<file path="src/rtl/uart_tx.sv">
// uart_tx: drains the TX FIFO and serialises each byte as start bit, LSB-first data,
// optional parity and a stop period, timed by an external oversampling tick.
module uart_tx #(
   parameter int data_bit = 8,
   parameter int os_tick = 16,
   parameter int sb_tick = 16,
   parameter bit parity_en = 1'b0,
   parameter bit parity_odd = 1'b0
) (
   input  logic                clk,
   input  logic                reset,
   input  logic                s_tick,
   input  logic                fifo_empty,
   input  logic [data_bit-1:0] fifo_r_data,
   output logic                fifo_rd,
   output logic                tx,
   output logic                tx_busy,
   output logic                tx_done_tick
);
   localparam int max_tick = os_tick > sb_tick ? os_tick : sb_tick;
   localparam int sw = $clog2(max_tick) > 4 ? $clog2(max_tick) : 4;
   localparam int nw = data_bit > 1 ? $clog2(data_bit) : 1;
   localparam logic [sw-1:0] os_last = sw'(os_tick - 1);
   localparam logic [sw-1:0] sb_last = sw'(sb_tick - 1);
   localparam logic [nw-1:0] n_last = nw'(data_bit - 1);
   typedef enum logic [2:0] {st_idle, st_fetch, st_start, st_data, st_parity, st_stop} state_t;
   state_t state;
   logic [sw-1:0] s;
   logic [nw-1:0] n;
   logic [data_bit-1:0] b;
   logic p;
   logic tx_reg;
   logic os_end;
   assign os_end = s_tick && s == os_last;
   assign fifo_rd = state == st_idle && !fifo_empty;
   assign tx_busy = state != st_idle;
   assign tx_done_tick = state == st_stop && s_tick && s == sb_last;
   assign tx = tx_reg;
   // The line level follows the current state one clock later, so tx never glitches.
   always_ff @(posedge clk or posedge reset) begin
      if (reset) begin
         state <= st_idle;
         s <= '0;
         n <= '0;
         b <= '0;
         p <= 1'b0;
         tx_reg <= 1'b1;
      end else begin
         tx_reg <= state == st_start ? 1'b0 : state == st_data ? b[0] : state == st_parity ? p : 1'b1;
         case (state)
            st_idle: if (!fifo_empty) state <= st_fetch;
            st_fetch: begin
               b <= fifo_r_data;
               p <= ^fifo_r_data ^ parity_odd;
               s <= '0;
               state <= st_start;
            end
            st_start: if (s_tick) begin
               s <= os_end ? '0 : s + 1'b1;
               if (os_end) begin
                  n <= '0;
                  state <= st_data;
               end
            end
            st_data: if (s_tick) begin
               s <= os_end ? '0 : s + 1'b1;
               if (os_end) begin
                  b <= b >> 1;
                  n <= n + 1'b1;
                  if (n == n_last) state <= parity_en ? st_parity : st_stop;
               end
            end
            st_parity: if (s_tick) begin
               s <= os_end ? '0 : s + 1'b1;
               if (os_end) state <= st_stop;
            end
            st_stop: if (s_tick) begin
               s <= s == sb_last ? '0 : s + 1'b1;
               if (s == sb_last) state <= st_idle;
            end
            default: state <= st_idle;
         endcase
      end
   end
endmodule
</file>
<file path="config.mk">
export PLATFORM = sky130hd
export DESIGN_NAME = uart_tx
export DESIGN_NICKNAME = d
export VERILOG_FILES = /design/src/rtl/uart_tx.sv
export SDC_FILE = /design/constraint.sdc
export NUM_CORES = 1
export LEC_CHECK = 0
export BUFFER_PORTS_ARGS = -buffer_cell sky130_fd_sc_hd__buf_4
export CORE_MARGIN = 10
export CORE_UTILIZATION = 45
export DETAILED_ROUTE_END_ITERATION = 10
export GPL_TIMING_DRIVEN = 1
export PLACE_DENSITY = 0.74
export SETUP_SLACK_MARGIN = 0.05
export SYNTH_ARGS = -nofsm -noshare
export SYNTH_HDL_FRONTEND = slang
export SYNTH_SLANG_ARGS = --single-unit
</file>
<file path="constraint.sdc">
create_clock -name clk -period 1.89 [get_ports clk]
set_input_delay 0.567 -clock clk [delete_from_list [all_inputs] [get_ports clk]]
set_output_delay 0.567 -clock clk [all_outputs]
set_load 0.1 [all_outputs]
</file>
==> metrics.cfg <==
[run_status]
status = complete, but fails checks
violations = negative setup slack

[global_route]
grt_max_degree = 16
grt_overflow = 0
antenna_found_initial = 0
grt_use_total = 0.0972
grt_pass1_wl_um = 4060
grt_pass1_vias = 923

[timing]
fin_setup_tns_ns = -0.230
final.min_clock_period_ns = 2.02
finalHoldViolations = 0
setup_viol = 3
maxSlewViolCount = 0
worst_slack_ns = -0.133
fmax_mhz = 494
tightest_slew_ns = 0.385
grt_setup_unrepaired = true
skew_ns = 0.00126
min_period_over_period = 1.07
relSlewSlack = 0.743

[layout]
ff_latch_area_um2 = 503
largest_register_ff_count = 8
fin_nets = 156
drive_gt1_frac = 0.293
n_antenna_cell = 0
syn2layout_area_growth_pct = 28.2
largestRegisters = b x8, s x4
multiInputGateArea_um2 = 657
nFillCells = 223
largest-register = b

[yosys]
synth_fa_ha_area_frac = 0.0328
synth_commonest_cells = 19 x dfrtp_1, 13 x nor2_1, 9 x a21oi_1, 9 x mux2i_1, 9 x xnor2_1
ys_ff_latch = 20
synth_top_family_by_area = compound AO/OA/AOI/OAI gates
synth_cell_types = 31
synth_xor_xnor_area_share = 0.0689
dominantRegCellSynth = dfrtp_1
synth_area_mm2 = 0.00114
avgSynthCellArea_um2 = 9.86
netlist_instances = 116
synth.area.top_cells = dfrtp_1 42%, mux2i_1 7.9%, xnor2_1 6.9%, nor2_1 4.3%, a21oi_1 3.9%
ys_seq_area_frac = 0.439
synth_edf_count = 0
synth-simple-area-share = 0.168
yosysTopAreaCellShare = 0.416
synthArstFlopShare = 1.00
yosysMostFrequentCell = dfrtp_1
yosysWarnings = 0
yosysTopAreaCell = dfrtp_1
synth-compound-area-share = 0.179
synth_nets = 131
muxShareOfSynthArea = 0.0788

[power_and_ir_drop]
seqPwrFrac = 0.420
switching_share = 0.388
p_leak_uw = 0.000646
clock_power_share = 0.142
power_density_mw_per_mm2 = 1200
p_comb_frac = 0.438
vdd_drop_max_v = 0.000827
intPower_uw = 1080
p_switching_uw = 682

[die]
pin_count = 16
rows = 18
initial_core_util = 0.466
floorplan.die_area_mm2 = 0.00496
die_height_um = 70.4
coreArea_mm2 = 0.00245
fp.dieW_um = 70.4

[clock_network]
numCtsBuffers = 3
clockBufferDepth = 2
cts_root_buf = clkbuf_4
cts.reportedPaths.clkPinSlew_ns = 0.11
cts.sinks = 20
htree_levels = 1
clk_latency_ns = 0.30
cts_tree = built

[worst_setup_path]
cp-end-kind = output pin
cp.required_ns = 1.32
critPathKind = reg -> out
cp_data_arrival_time_ns = 1.46
crit_fanout = 3
start_kind = flop

[placement]
dp_hpwl_um = 1810
globalplace.congestion = 0.736
port-buffer-count = 15
pre_cts_ws_ns = 0.0251

[routing]
first_pass_iters = 4
drc = 0
num_vias = 901
drt_iter0_markers = 56
wl_per_cell_um = 13.8
totalWireLength_um = 2340
vias_per_cell = 5.30
ant_nets = 0

[run]
cap_viol_max_count = 0

[worst_hold_path]
hold_class = in -> async

## what timing repair did
item	CTS	global route
pin swaps	3	0
buffers inserted	1	0
endpoints found under the setup margin	3	3
cloned	0	0
hold buffers	0	0
resized for setup	9	3
## cell families (layout without fill, tap and decap cells)
kind of cell / count (synthesis) / after routing
simple gates: 38 / 38
compound gates: 30 / 30
flops: 20 / 20
xor+xnor: 9 / 9
mux: 9 / 9
buf+inv: 7 / 31
fa+ha+maj: 3 / 3
## worst paths after layout
| kind | start | endpoint | slack (ns) | depth (start not counted) |
|---|---|---|---|---|
| worst max register to register | s[1] | b[3] | 0.34 | 6 |
| worst min register to register | n[1] | n[1] | 0.50 | 2 |
| worst min-delay path | reset | n[2] | 0.18 | 2 |
| max in group asynchronous | reset | b[1] | 1.24 | 3 |
| worst max-delay path | state[0] | fifo_rd | -0.13 | 3 |
| min in group clk | fifo_r_data[7] | b[7] | 0.49 | 3 |
## area by class of cell
type,instances,share of cell area
Multi-Input combinational cell,89,0.448
Sequential cell,20,0.343
Timing Repair Buffer,24,0.151
Tap cell,30,0.0256
Clock buffer,4,0.0247
Inverter,3,0.00768
## layout by cell type (no fill, tap or decap), types with 2 or more instances in the layout
cell	n
o21ai_0	7
nand2b_1	4
buf_4	20
nand3_1	3
buf_12	3
clkbuf_4	3
a21oi_2	2
inv_1	3
nor2b_1	2
a22o_1	3
dfrtp_1	18
nor2_1	12
xnor2_1	9
ha_1	2
o21ai_1	2
a21oi_1	9
mux2i_1	9
nand2_1	8
## stage by stage
step,util,cells,hold slack [ns],total power [uW],instance area (um^2)
final,0.597,170,0.180,1760,1470
after global routing,0.597,170,0.192,1900,1470
after CTS,0.592,170,0.187,1770,1450
after detailed placement,0.560,165,0.479,1500,1370
after global placement,0.560,165,0.466,1460,1370
after floorplan,-,116,0.454,1320,1200
## critical path: stages, from the launching register on
cell and delay, ns:
dfrtp_1 0.42, or3_4 0.43, nor2_4 0.12, buf_12 0.18
## power by group through the flow
stage / Sequential (uW) / Clock, uW / Combinational [uW]
2_1_floorplan: 801 / 0 / 516
3_3_place_gp: 735 / 0 / 722
3_5_place_dp: 748 / 0 / 751
4_1_cts: 737 / 259 / 773
5_1_grt: 758 / 279 / 862
6_report: 738 / 250 / 770
## routing by layer
metal  GRT usage  vias to the layer above  wire length [um]
met5           0                        -                 0
met4      0.0570                        0                51
met3      0.0268                        5               119
met2       0.156                       19              1110
met1       0.112                      420              1060
li1            -                      457                 -
(Power assumes the default switching activity.)
